### src/rtl/div.sv
// div: multi-cycle radix-2 restoring divider for the EX stage div/divu.
// One request at a time; EX holds div_start_i high until div_ready_o is seen,
// then writes {hi, lo} from div_result_o.
// Ports:
//   clk, rst          clock, synchronous active-high reset
//   div_signed_i      1 = signed (div), 0 = unsigned (divu)
//   div_op1_i         dividend (rs)
//   div_op2_i         divisor (rt)
//   div_start_i       request, held high until ready is seen
//   div_annul_i       abort the current division (pipeline flush)
//   div_result_o      {remainder, quotient} -> {hi, lo}
//   div_ready_o       div_result_o valid
module div #(
  parameter int unsigned DIV_W = 32
) (
  input  logic                 clk,
  input  logic                 rst,
  input  logic                 div_signed_i,
  input  logic [DIV_W-1:0]     div_op1_i,
  input  logic [DIV_W-1:0]     div_op2_i,
  input  logic                 div_start_i,
  input  logic                 div_annul_i,
  output logic [2*DIV_W-1:0]   div_result_o,
  output logic                 div_ready_o
);

  localparam int unsigned CNT_W = $clog2(DIV_W + 1);

  typedef enum logic [1:0] {
    ST_FREE   = 2'd0,
    ST_BYZERO = 2'd1,
    ST_ON     = 2'd2,
    ST_END    = 2'd3
  } state_t;

  state_t             state;
  logic [CNT_W-1:0]   cnt;
  logic [2*DIV_W:0]   dividend;
  logic [DIV_W-1:0]   divisor;
  logic               sign1;
  logic               sign2;
  logic               signed_q;

  logic [DIV_W-1:0]   op1_mag;
  logic [DIV_W-1:0]   op2_mag;
  logic [DIV_W:0]     tmp;
  logic [DIV_W-1:0]   q_fin;
  logic [DIV_W-1:0]   r_fin;

  always_comb begin
    op1_mag = (div_signed_i && div_op1_i[DIV_W-1]) ? -div_op1_i : div_op1_i;
    op2_mag = (div_signed_i && div_op2_i[DIV_W-1]) ? -div_op2_i : div_op2_i;
    // Trial subtraction; tmp[DIV_W] set means the divisor did not fit (borrow).
    tmp     = {1'b0, dividend[2*DIV_W-1:DIV_W]} - {1'b0, divisor};
    q_fin   = dividend[DIV_W-1:0];
    r_fin   = dividend[2*DIV_W:DIV_W+1];
    if (signed_q && (sign1 != sign2)) q_fin = -dividend[DIV_W-1:0];
    // Remainder takes the sign of the dividend.
    if (signed_q && sign1)            r_fin = -dividend[2*DIV_W:DIV_W+1];
  end

  always_ff @(posedge clk) begin
    if (rst) begin
      state        <= ST_FREE;
      cnt          <= '0;
      dividend     <= '0;
      divisor      <= '0;
      sign1        <= 1'b0;
      sign2        <= 1'b0;
      signed_q     <= 1'b0;
      div_result_o <= '0;
      div_ready_o  <= 1'b0;
    end else begin
      case (state)
        ST_FREE: begin
          div_result_o <= '0;
          div_ready_o  <= 1'b0;
          if (div_start_i && !div_annul_i) begin
            if (div_op2_i == '0) begin
              state <= ST_BYZERO;
            end else begin
              state    <= ST_ON;
              cnt      <= '0;
              dividend <= {{DIV_W{1'b0}}, op1_mag, 1'b0};
              divisor  <= op2_mag;
              sign1    <= div_op1_i[DIV_W-1];
              sign2    <= div_op2_i[DIV_W-1];
              signed_q <= div_signed_i;
            end
          end
        end
        ST_BYZERO: begin
          state        <= ST_END;
          div_result_o <= '0;
          div_ready_o  <= 1'b1;
        end
        ST_ON: begin
          if (div_annul_i) begin
            state        <= ST_FREE;
            div_result_o <= '0;
            div_ready_o  <= 1'b0;
          end else if (cnt != CNT_W'(DIV_W)) begin
            if (tmp[DIV_W]) dividend <= dividend << 1;
            else            dividend <= {tmp[DIV_W-1:0], dividend[DIV_W-1:0], 1'b1};
            cnt <= cnt + CNT_W'(1);
          end else begin
            state        <= ST_END;
            div_result_o <= {r_fin, q_fin};
            div_ready_o  <= 1'b1;
          end
        end
        ST_END: begin
          if (!div_start_i || div_annul_i) begin
            state        <= ST_FREE;
            div_result_o <= '0;
            div_ready_o  <= 1'b0;
          end
        end
        default: begin
          state        <= ST_FREE;
          div_result_o <= '0;
          div_ready_o  <= 1'b0;
        end
      endcase
    end
  end

endmodule

### config.mk
export PLATFORM = sky130hd
export DESIGN_NAME = div
export DESIGN_NICKNAME = d
export VERILOG_FILES = /design/src/rtl/div.sv
export SDC_FILE = /design/constraint.sdc
export NUM_CORES = 1
export LEC_CHECK = 0
export BUFFER_PORTS_ARGS = -buffer_cell sky130_fd_sc_hd__buf_2
export CAP_MARGIN = 20
export CORE_MARGIN = 3
export CORE_UTILIZATION = 60
export CTS_BUF_LIST = sky130_fd_sc_hd__clkbuf_8 sky130_fd_sc_hd__clkbuf_16
export DETAILED_ROUTE_END_ITERATION = 8
export PLACE_DENSITY = 0.84
export SLEW_MARGIN = 20
export SYNTH_ARGS = -nofsm -noshare
export SYNTH_HDL_FRONTEND = slang
export SYNTH_SLANG_ARGS = --single-unit
### constraint.sdc
create_clock -name clk -period 7.9 [get_ports clk]
set_clock_uncertainty 0.1 [all_clocks]
set_input_delay 0.395 -clock clk [delete_from_list [all_inputs] [get_ports clk]]
set_output_delay 0.395 -clock clk [all_outputs]
set_load 0.03 [all_outputs]
==> results.md, run 1 <==
| Metric | Value |
|---|---|
| Run status | finished clean |
| Clock edge transition at the registers on the reported setup and hold paths | 0.07 ns |
| Wire length of the first global-routing pass | 48.38 mm |
| Post_cts resized | 0 |
| Sequential cell area fraction in the yosys report | 0.3143 |
| Time the final worst path needs with I/O delays and setup | 4.028 ns |
| Placer congestion estimate | 0.9052 |
| Worst min-delay path category | in -> reg |
| Netlist area before placement | 0.01102 sq mm |
| Later-pin clock latency in the skew report | 0.44 ns |
| Worst Setup Slack, final | 3.872 ns |
| Prevailing post-synth register cell | sky130_fd_sc_hd__dfxtp_1 |
| Data arrival at the endpoint of the critical path | 4.31 ns |
| Maximum fanout encountered on the critical timing path | 37 |
| Number of max-cap violations | 0 |
| GR Layer Usage met2 | 0.4451 |
| GRT Util Overall | 0.2926 |
| Multi-input gate area in the final layout | 0.007057 sq mm |
| Starting utilization of the core area | 0.6241 |
| Area of all sequential standard cells | 0.003463 sq mm |
| Horizontal extent of the die | 141.5 um |
| Hold Violations, Final | 0 |
| Crit-path max cell delay | 0.70 ns |
| Async set-or-reset flop fraction in the synthesized netlist | 0 |
| Most frequent cells in the layout | sky130_fd_sc_hd__nor2_1, sky130_fd_sc_hd__dfxtp_1, sky130_fd_sc_hd__nand2_1 |
| Slew at the pin with the worst max-slew slack | 1.015 ns |
| Most common cell after layout, fill and taps aside | sky130_fd_sc_hd__nor2_1 |
| Mean post-synth cell area | 7.563 sq um |
| CTS Buffer Depth | 2 |
| Sum of net half-perimeters after detailed placement | 21.80 mm |
| Synth Instances | 1,457 |
| Endpoint kind of the worst setup timing path | register |
| Number of nets with antenna violations after routing | 0 |
| Largest net degree at the start of global routing | 64 |
| Placement-stage worst setup slack | 3.951 ns |
| Clock Root Buffer | sky130_fd_sc_hd__clkbuf_16 |
| Most repeated library cell on the critical path | sky130_fd_sc_hd__buf_4 |
| Number of buffers created by CTS | 17 |
| Growth of design area from synthesis to finish | 11.89% |
| Leakage power of the design | 0.005008 uW |
| Nets | 1,641 |
| Count of pins on the block boundary | 134 |
| Std-Cell Core Area | 0.01766 sq mm |
| Count of input and output buffers | 133 |
| Setup-failing EPs final | 0 |
| Type of element launching the critical path | register |
| Count of final max-slew check failures | 0 |
| Mean routed wirelength per cell | 16.67 um |
| Areal power density over the cells | 228.6 mW/mm^2 |
| Drc violations | 0 |
| Post-Synthesis Net Count | 1,570 |
| Floorplan die area | 0.02003 sq mm |
| Grt ovf | 0 |
| CP cell instances | inv_1 > ha_2 > buf_4 > nand2b_1 > a21boi_4 > buf_4 > nand3b_1 > nor2b_1 > a22o_1 > a21o_1 |
| Detailed Route WL | 29.44 mm |
| Most Crowded Layer GR | met2 |
| Number of buffers inserted for hold repair after clock tree synthesis | 0 |
| Die Span Y | 141.5 um |
| Worst vdd rail ir drop | 0.1736 mV |
| Distinct cell type count of the synthesized netlist | 68 |
| GR Util met3 | 0.05157 |
| Vias in the first global route | 9,778 |
| Row cnt | 48 |
| Final clock period utilization by the worst path | 0.5099 |
| Number of warnings issued by yosys | 0 |
| Fraction of met1 tracks used by global routing | 0.4198 |
| Worst slew margin | 0.3235 |
| Max stage delay cell, worst path | sky130_fd_sc_hd__nor2b_1 |
| Initial antenna violation count | 0 |
| Max frequency | 248.3 MHz |
| TritonCTS clock tree | done |
| Number of inserted filler cells in the final layout | 1,475 |
| Inserted Diodes | 0 |
| Number of H-tree branching levels | 4 |
| Setup repair after global routing missed its margin | no |
| Number of DRC markers after the initial detailed-route iteration | 920 |
| Total setup buffers inserted after CTS | 0 |
| Post-synth EDFFs | 0 |
| Fraction of layout instances using a drive strength above 1 | 0.1259 |
| Synthesized flop and latch total | 173 |
| Clock tree sinks | 173 |
| Critical path start-end classification | reg -> reg |
| Total via count after detailed routing | 10,740 |
| Per-cell via count in the routed design | 6.082 |
| Post-route setup TNS | 0 ns |
| Worst endpoint required time | 8.19 ns |
| Iteration count of the initial detailed-routing pass | 7 |
state kept, by name, indices dropped and copies added (netlist names):
name,flops
sign1,1
div_result_o,64
div_ready_o,1
state,2
dividend,65
divisor,32
signed_q,1
sign2,1
cnt,6
routing by layer:
layer	vias to the layer above	share of wire
met5	-	0
met4	0	0.020
met3	52	0.094
met2	514	0.43
met1	4900	0.45
li1	5274	-
critical path, delay by kind of cell, from the launching register on:
kind                       cells  cell delay, ns
DFF                            1            0.34
adders and majority gates      1            0.55
buffers and inverters          3            0.92
AOI/OAI and AO/OA              3            0.45
and+or+nand+nor                3            1.56
power breakdown:
part / leakage (uW) / switching [uW] / internal, uW
combinational: 0.00332 / 607 / 355
sequential: 0.00140 / 68.0 / 938
clock: 0.000290 / 371 / 480
synth_stat cells (4+ instances only):
| library cell | instances | area share |
|---|---|---|
| sky130_fd_sc_hd__buf_1 | 5 | 0.0017 |
| sky130_fd_sc_hd__ha_1 | 43 | 0.049 |
| sky130_fd_sc_hd__a22oi_1 | 37 | 0.025 |
| sky130_fd_sc_hd__dfxtp_1 | 173 | 0.31 |
| sky130_fd_sc_hd__nor2_1 | 190 | 0.065 |
| sky130_fd_sc_hd__nand4_1 | 7 | 0.0040 |
| sky130_fd_sc_hd__nand3b_1 | 4 | 0.0027 |
| sky130_fd_sc_hd__o21bai_1 | 6 | 0.0041 |
| sky130_fd_sc_hd__or2_2 | 4 | 0.0023 |
| sky130_fd_sc_hd__o211ai_1 | 8 | 0.0055 |
| sky130_fd_sc_hd__mux2i_1 | 31 | 0.028 |
| sky130_fd_sc_hd__xnor2_1 | 80 | 0.064 |
| sky130_fd_sc_hd__nor2b_1 | 12 | 0.0068 |
| sky130_fd_sc_hd__xor2_1 | 63 | 0.050 |
| sky130_fd_sc_hd__inv_1 | 58 | 0.020 |
| sky130_fd_sc_hd__a21o_1 | 10 | 0.0068 |
| sky130_fd_sc_hd__a211oi_1 | 36 | 0.025 |
| sky130_fd_sc_hd__nand3_1 | 13 | 0.0059 |
| sky130_fd_sc_hd__nor3_1 | 33 | 0.015 |
| sky130_fd_sc_hd__o31ai_1 | 14 | 0.0095 |
| sky130_fd_sc_hd__nand2b_1 | 15 | 0.0085 |
| sky130_fd_sc_hd__or4_1 | 9 | 0.0061 |
| sky130_fd_sc_hd__and3_1 | 5 | 0.0028 |
| sky130_fd_sc_hd__o21ai_0 | 123 | 0.056 |
| sky130_fd_sc_hd__and2_1 | 11 | 0.0062 |
| sky130_fd_sc_hd__buf_2 | 7 | 0.0032 |
| sky130_fd_sc_hd__a31oi_1 | 10 | 0.0057 |
| sky130_fd_sc_hd__a21oi_1 | 120 | 0.055 |
| sky130_fd_sc_hd__o21ai_1 | 11 | 0.0050 |
| sky130_fd_sc_hd__nand2_1 | 147 | 0.050 |
| sky130_fd_sc_hd__clkbuf_1 | 74 | 0.025 |
| sky130_fd_sc_hd__o21a_1 | 4 | 0.0027 |
| sky130_fd_sc_hd__o41ai_1 | 10 | 0.0079 |
| sky130_fd_sc_hd__or3_1 | 11 | 0.0062 |
| sky130_fd_sc_hd__nor4_1 | 23 | 0.013 |
final timing paths:
check                        start               end  slack (ns)  cells past startpoint
setup / recovery          state[0]      dividend[62]        3.87                     10
hold / removal        div_op2_i[0]        divisor[0]        0.13                      3
setup reg to reg          state[0]      dividend[62]        3.87                     10
hold reg to reg   div_result_o[20]  div_result_o[20]        0.35                      2
cell type report:
class	instances	area share
multi-input cells	1139	0.5724
flip-flops and latches	173	0.2809
repair buffers	139	0.05784
clock buffers	18	0.03562
well taps	225	0.02283
inverters	58	0.01766
clock inverters	14	0.01279
stage by stage:
stage | cells | hold WS (ns) | total power (uW) | cell area [sq um] | util
detailed placement | 1734 | 0.3392 | 1956 | 11730 | 0.6642
global route | 1766 | 0.1401 | 2972 | 12330 | 0.6983
finish | 1766 | 0.1323 | 2819 | 12330 | 0.6983
CTS | 1766 | 0.1291 | 2809 | 12320 | 0.6980
floorplan | 1457 | 0.3319 | 1731 | 11020 | -
global placement | 1734 | 0.3320 | 1932 | 11720 | 0.6639
cells by family (layout without fill, tap and decap cells):
family | count (synthesis) | in the layout | synth area share
compound gates | 416 | 416 | 0.2290
xor+xnor | 144 | 144 | 0.1151
fa+ha+maj | 44 | 44 | 0.05064
buf+inv | 145 | 229 | 0.05030
flops | 173 | 173 | 0.3143
mux | 31 | 31 | 0.02816
simple gates | 504 | 504 | 0.2124
No activity file was read; power rests on OpenSTA's default activity.
==> run 2, diff against run 1 <==
- ABC_AREA: unset -> 1
- PLACE_DENSITY: 0.84 -> 0.83
- clock period: 7.9 -> 4.2 ns (I/O delays scaled with it)
==> run 2 against run 1 <==
  * Via count rose by 37%
  * Largest power group is now combinational cells
  * Critical endpoint is now dividend[48]
  * Area after synthesis up 19%
  * Power grew to 2.6 times the previous value
  * Synthesized cell count grew 55%
  * Highest routed layer unchanged
==> results.md, run 2 <==
| Metric | Value |
|---|---|
| Floorplan die area | 0.02370 sq mm |
| Horizontal extent of the die | 153.9 um |
| Mean post-synth cell area | 5.810 sq um |
| Number of nets with antenna violations after routing | 0 |
| Initial antenna violation count | 0 |
| Largest area contributor in the netlist | sky130_fd_sc_hd__dfxtp_1 |
| Dpl cell area | 0.01387 sq mm |
| Number of max-cap violations | 0 |
| Worst vdd rail ir drop | 0.3279 mV |
| Grt ovf | 0 |
| Run status | finished clean |
| Worst endpoint required time | 4.39 ns |
| Number of H-tree branching levels | 4 |
| Number of inserted filler cells in the final layout | 2,036 |
| Maximum fanout encountered on the critical timing path | 41 |
| Prevailing post-synth register cell | sky130_fd_sc_hd__dfxtp_1 |
| Post-Synthesis Net Count | 2,373 |
| Netlist area before placement | 0.01313 sq mm |
| Slew at the pin with the worst max-slew slack | 0.9604 ns |
| Areal power density over the cells | 499.3 mW/mm^2 |
| Largest net degree at the start of global routing | 65 |
| Library cell with the highest instance count after synthesis | sky130_fd_sc_hd__nand2_1 |
| Per-cell via count in the routed design | 5.594 |
| Growth of design area from synthesis to finish | 10.21% |
| Most common cell after layout, fill and taps aside | sky130_fd_sc_hd__nand2_1 |
| Ranking of synthesized cells by area | sky130_fd_sc_hd__dfxtp_1, sky130_fd_sc_hd__nand2_1, sky130_fd_sc_hd__inv_1 |
| Die Span Y | 153.9 um |
| Endpoint kind of the worst setup timing path | register |
| Max frequency | 305.2 MHz |
| Vias in the first global route | 12,910 |
| Fraction of layout instances using a drive strength above 1 | 0.08895 |
| Critical path start-end classification | reg -> reg |
| Clock Root Buffer | sky130_fd_sc_hd__clkbuf_16 |
| Clock tree sinks | 173 |
| Count of final max-slew check failures | 0 |
| Hold Violations, Final | 0 |
| Nets | 2,462 |
| Leakage power of the design | 0.007294 uW |
| Clock edge transition at the registers on the reported setup and hold paths | 0.07 ns |
| Time the final worst path needs with I/O delays and setup | 3.277 ns |
| Count of pins on the block boundary | 134 |
| Detailed Route WL | 41.13 mm |
| Most frequent cells in the layout | sky130_fd_sc_hd__nand2_1, sky130_fd_sc_hd__inv_1, sky130_fd_sc_hd__nor2_1 |
| Synthesized flop and latch total | 173 |
| Total setup buffers inserted after CTS | 0 |
| Row cnt | 53 |
| Count of input and output buffers | 133 |
| Starting utilization of the core area | 0.6169 |
| Post-route setup TNS | 0 ns |
| Max reg flops | 65 |
| Wire length of the first global-routing pass | 65.14 mm |
| Summed area of non-filler cells in the final layout | 0.01447 sq mm |
| Number of DRC markers after the initial detailed-route iteration | 1,641 |
| Mean routed wirelength per cell | 15.60 um |
| TritonCTS clock tree | done |
| Type of element launching the critical path | register |
| Post-synth EDFFs | 0 |
| Drc violations | 0 |
| Final clock period utilization by the worst path | 0.7802 |
| GRT Util Overall | 0.3347 |
| Proportion of netlist area held by the largest area contributor | 0.2637 |
| Largest registers | dividend: 65 flops, div_result_o: 64 flops, divisor: 32 flops |
| Inserted Diodes | 0 |
| Distinct cell type count of the synthesized netlist | 43 |
| Sequential cell area fraction in the yosys report | 0.2637 |
| Synth Instances | 2,260 |
| Std-Cell Core Area | 0.02129 sq mm |
| Worst min-delay path category | in -> reg |
| Sum of net half-perimeters after detailed placement | 32.12 mm |
| Later-pin clock latency in the skew report | 0.44 ns |
| Placer congestion estimate | 1.063 |
| Total via count after detailed routing | 14,750 |
| Number of warnings issued by yosys | 0 |
| CTS Buffer Depth | 2 |
| Setup-failing EPs final | 0 |
| Number of buffers created by CTS | 17 |
| Register with the most flip-flops | dividend |
| Data arrival at the endpoint of the critical path | 3.47 ns |
| Worst slew margin | 0.3590 |
| Setup repair after global routing missed its margin | no |
| Iteration count of the initial detailed-routing pass | 6 |
| Async set-or-reset flop fraction in the synthesized netlist | 0 |
| Most numerous cell types in the synthesized netlist | sky130_fd_sc_hd__nand2_1, sky130_fd_sc_hd__inv_1, sky130_fd_sc_hd__nor2_1 |
| Setup slack, reg-to-reg | 0.92 ns |
run 2: cell count changes after synthesis, moves of 16 or more:
cell,before,now
sky130_fd_sc_hd__a211oi_1,36,1
sky130_fd_sc_hd__a21oi_1,120,196
sky130_fd_sc_hd__a22oi_1,37,0
sky130_fd_sc_hd__buf_2,7,23
sky130_fd_sc_hd__clkbuf_1,74,37
sky130_fd_sc_hd__inv_1,58,309
sky130_fd_sc_hd__mux2i_1,31,0
sky130_fd_sc_hd__nand2_1,147,710
sky130_fd_sc_hd__nand3_1,13,229
sky130_fd_sc_hd__nand4_1,7,35
sky130_fd_sc_hd__nor2_1,190,234
sky130_fd_sc_hd__nor3_1,33,10
sky130_fd_sc_hd__nor4_1,23,1
sky130_fd_sc_hd__xnor2_1,80,20
run 2: kinds of logic after synthesis:
family | after synthesis | share of synthesized area
adder cells (fa/ha/maj) | 44 | 0.04250
buffers and inverters | 392 | 0.1180
flip-flops | 173 | 0.2637
AO/OA/AOI/OAI | 333 | 0.1325
XOR/XNOR | 71 | 0.04736
AND/OR/NAND/NOR | 1247 | 0.3959
run 2: final cells by class:
cell class / instances / area, sq um / share of cell area
repair buffers: 146 / 773.2 / 0.05343
well taps: 275 / 344.1 / 0.02377
flip-flops and latches: 173 / 3463 / 0.2393
clock inverters: 14 / 151.4 / 0.01046
clock buffers: 17 / 425.4 / 0.02939
multi-input cells: 1695 / 8129 / 0.5617
inverters: 316 / 1186 / 0.08196
run 2: timing repair:
action,CTS,global route
endpoints found under the hold margin,3,0
hold buffers,3,0
resized for setup,0,0
run 2: critical path: stages (launching register included):
cell	delay (ns)
sky130_fd_sc_hd__dfxtp_1	0.43
sky130_fd_sc_hd__inv_1	0.16
sky130_fd_sc_hd__fa_1	0.43
sky130_fd_sc_hd__inv_1	0.11
sky130_fd_sc_hd__nand2_1	0.09
sky130_fd_sc_hd__nand2_1	0.07
sky130_fd_sc_hd__nand3b_1	0.07
sky130_fd_sc_hd__nand2_1	0.12
sky130_fd_sc_hd__nand2_1	0.08
sky130_fd_sc_hd__nand2_1	0.10
sky130_fd_sc_hd__nand2_2	0.29
sky130_fd_sc_hd__nand2_2	0.67
sky130_fd_sc_hd__nand3_1	0.19
sky130_fd_sc_hd__nand3_1	0.13
sky130_fd_sc_hd__a21oi_1	0.07
run 2: metrics by stage:
step / worst slack [ns] / utilization / instances / total power, uW / hold slack, ns
2_1_floorplan: 1.950 / - / 2260 / 4773 / 0.2449
4_1_cts: 0.9872 / 0.6799 / 2636 / 7136 / 0.01409
3_3_place_gp: 1.050 / 0.6514 / 2602 / 5544 / 0.3486
3_5_place_dp: 1.013 / 0.6514 / 2602 / 5576 / 0.3529
6_report: 0.9231 / 0.6799 / 2636 / 7226 / 0.008898
5_1_grt: 0.6193 / 0.6799 / 2636 / 7742 / 0.04123
run 2: path summary, 6_finish.rpt:
| path | cells past startpoint | startpoint | to |
|---|---|---|---|
| setup / recovery | 14 | dividend[33] | dividend[48] |
| hold / removal | 3 | div_op2_i[24] | divisor[24] |
| setup reg to reg | 14 | dividend[33] | dividend[48] |
| hold reg to reg | 2 | div_result_o[21] | div_result_o[21] |
run 2: layer usage:
layer  vias up  routed length (um)  track usage
li1       7359                   -            -
met1      6577               18040       0.4819
met2       731               17650       0.5124
met3        78                4054      0.04588
met4         0                1387       0.1211
met5         -                   0            0
run 2: power breakdown:
part	switching [uW]	total, uW	internal (uW)
Clock	763	1550	792
Sequential	234	2090	1860
Combinational	2540	3580	1050
==> run 3, diff against run 2 <==
- clock period: 4.2 -> 3.4 ns (I/O delays scaled with it)
==> run 3 against run 2 <==
  * Design area up 0.99%
  * Wire length up 3.1%
  * Global-route usage up 1.3 points
  * Sequential share of layout area down 0.23 points
  * Worst hold slack worse by 0.0017 ns
  * Sequential power up 23%
  * Power up 25%
  * Largest cell class unchanged
==> results.md, run 3 (synthesized netlist as in run 2, its figures left out) <==
| Metric | Value |
|---|---|
| Die Span Y | 153.9 um |
| Summed area of non-filler cells in the final layout | 0.01462 sq mm |
| Worst min-delay path category | in -> reg |
| Floorplan die area | 0.02370 sq mm |
| CTS Buffer Depth | 2 |
| Detailed Route WL | 42.42 mm |
| Post_cts resized | 0 |
| Type of element launching the critical path | register |
| Starting utilization of the core area | 0.6169 |
| Worst Setup Slack, final | 0.4862 ns |
| Register with the most flip-flops | dividend |
| Clock edge transition at the registers on the reported setup and hold paths | 0.08 ns |
| Time the final worst path needs with I/O delays and setup | 2.914 ns |
| Row cnt | 53 |
| Iteration count of the initial detailed-routing pass | 6 |
| Count of pins on the block boundary | 134 |
| Hold Violations, Final | 0 |
| Initial antenna violation count | 0 |
| Multi-input gate area in the final layout | 0.008129 sq mm |
| Growth of design area from synthesis to finish | 11.30% |
| Std-Cell Core Area | 0.02129 sq mm |
| Sum of net half-perimeters after detailed placement | 33.69 mm |
| Clock tree sinks | 173 |
| Largest net degree at the start of global routing | 77 |
| Number of H-tree branching levels | 4 |
| Inserted Diodes | 0 |
| Fraction of layout instances using a drive strength above 1 | 0.09297 |
| Number of max-cap violations | 0 |
| Vias in the first global route | 13,090 |
| Leakage power of the design | 0.007378 uW |
| Count of input and output buffers | 133 |
| Data arrival at the endpoint of the critical path | 3.11 ns |
| Grt ovf | 0 |
| GRT Util Overall | 0.3473 |
| Total setup buffers inserted after CTS | 0 |
| Nets | 2,477 |
| Per-cell via count in the routed design | 5.568 |
| Area of all sequential standard cells | 0.003463 sq mm |
| Endpoint kind of the worst setup timing path | register |
| Final clock period utilization by the worst path | 0.8570 |
| Post-layout utilization of the core | 0.6866 |
| Drc violations | 0 |
| Mean routed wirelength per cell | 16.00 um |
| Largest registers | dividend: 65 flops, div_result_o: 64 flops, divisor: 32 flops |
| Total via count after detailed routing | 14,770 |
| Placement-stage worst setup slack | 0.5484 ns |
| Worst endpoint required time | 3.60 ns |
| Horizontal extent of the die | 153.9 um |
| Worst slew margin | 0.5047 |
| Maximum fanout encountered on the critical timing path | 41 |
| TritonCTS clock tree | done |
| Slew at the pin with the worst max-slew slack | 0.7430 ns |
| Areal power density over the cells | 620.1 mW/mm^2 |
| Max frequency | 343.2 MHz |
| Setup repair after global routing missed its margin | no |
| Placer congestion estimate | 1.028 |
| Dpl cell area | 0.01395 sq mm |
| Worst vdd rail ir drop | 0.4498 mV |
| Number of nets with antenna violations after routing | 0 |
| Clock Root Buffer | sky130_fd_sc_hd__clkbuf_16 |
| Critical path start-end classification | reg -> reg |
| Wire length of the first global-routing pass | 67.15 mm |
| Count of final max-slew check failures | 0 |
| Most frequent cells in the layout | sky130_fd_sc_hd__nand2_1, sky130_fd_sc_hd__inv_1, sky130_fd_sc_hd__nor2_1 |
| Number of DRC markers after the initial detailed-route iteration | 1,490 |
| Most common cell after layout, fill and taps aside | sky130_fd_sc_hd__nand2_1 |
| Setup-failing EPs final | 0 |
| Number of inserted filler cells in the final layout | 2,002 |
| Max reg flops | 65 |
| Number of buffers created by CTS | 17 |
| Run status | finished clean |
| Post-route setup TNS | 0 ns |
| Later-pin clock latency in the skew report | 0.44 ns |
-- run 3: cell count changes in the layout (fill, tap and decap cells not counted), sizes merged --
cell / before / now
clkinvlp: 1 / 0
buf: 143 / 154
dlygate4sd3: 3 / 7
inv: 321 / 323
-- run 3: area by class of cell --
type,count,area share
Timing Repair Buffer,161,0.06130
Sequential cell,173,0.2370
Tap cell,275,0.02354
Clock buffer,17,0.02911
Multi-Input combinational cell,1695,0.5562
Clock inverter,15,0.01173
Inverter,316,0.08116
-- run 3: timing repair --
item / 4_1_cts / 5_1_grt
hold buffers: 7 / 0
setup endpoints to repair: 0 / 0
endpoints found under the hold margin: 7 / 0
-- run 3: worst paths after layout --
| kind | startpoint | end | slack (ns) | depth (start not counted) |
|---|---|---|---|---|
| min | div_op2_i[14] | divisor[14] | 0.007 | 3 |
| max | dividend[32] | dividend[50] | 0.49 | 16 |
| max reg2reg | dividend[32] | dividend[50] | 0.49 | 16 |
| min reg2reg | div_result_o[27] | div_result_o[27] | 0.36 | 2 |
-- run 3: stage by stage --
step                      power, uW  hold WS [ns]  std cells
final                          9063      0.007173       2652
after global routing           9702       0.01611       2652
after CTS                      8955      0.008239       2652
after detailed placement       6979        0.3517       2613
after global placement         6909        0.3431       2613
after floorplan                5896        0.2049       2260
-- run 3: layer usage --
metal  vias up  GRT usage  share of wire  wire [um]
li1       7372          -              -          -
met1      6573     0.4945           0.44      18470
met3        82    0.06023           0.10       4238
met5         -          0              0          0
met4         0     0.1177          0.031       1302
met2       739     0.5329           0.43      18410
-- run 3: critical path, cell delays in order, from the launching register on --
cell and delay (ns):
sky130_fd_sc_hd__dfxtp_1 0.41, sky130_fd_sc_hd__inv_1 0.10, sky130_fd_sc_hd__ha_1 0.22, sky130_fd_sc_hd__fa_1 0.36, sky130_fd_sc_hd__inv_1 0.12, sky130_fd_sc_hd__nand2_1 0.10, sky130_fd_sc_hd__nand2_1 0.07, sky130_fd_sc_hd__nand3b_1 0.07
sky130_fd_sc_hd__nand2_1 0.13, sky130_fd_sc_hd__nand2_1 0.09, sky130_fd_sc_hd__nand2_1 0.10, sky130_fd_sc_hd__nand2_2 0.06, sky130_fd_sc_hd__nand2_2 0.05, sky130_fd_sc_hd__buf_4 0.39, sky130_fd_sc_hd__nand3_1 0.23, sky130_fd_sc_hd__nand3_1 0.12
sky130_fd_sc_hd__a21oi_1 0.07
-- run 3: power by group --
| part | leakage [uW] | total [uW] | switching, uW | internal [uW] |
|---|---|---|---|---|
| Sequential | 0.00140 | 2580 | 291 | 2290 |
| Clock | 0.000294 | 1970 | 982 | 990 |
| Combinational | 0.00568 | 4510 | 3170 | 1330 |
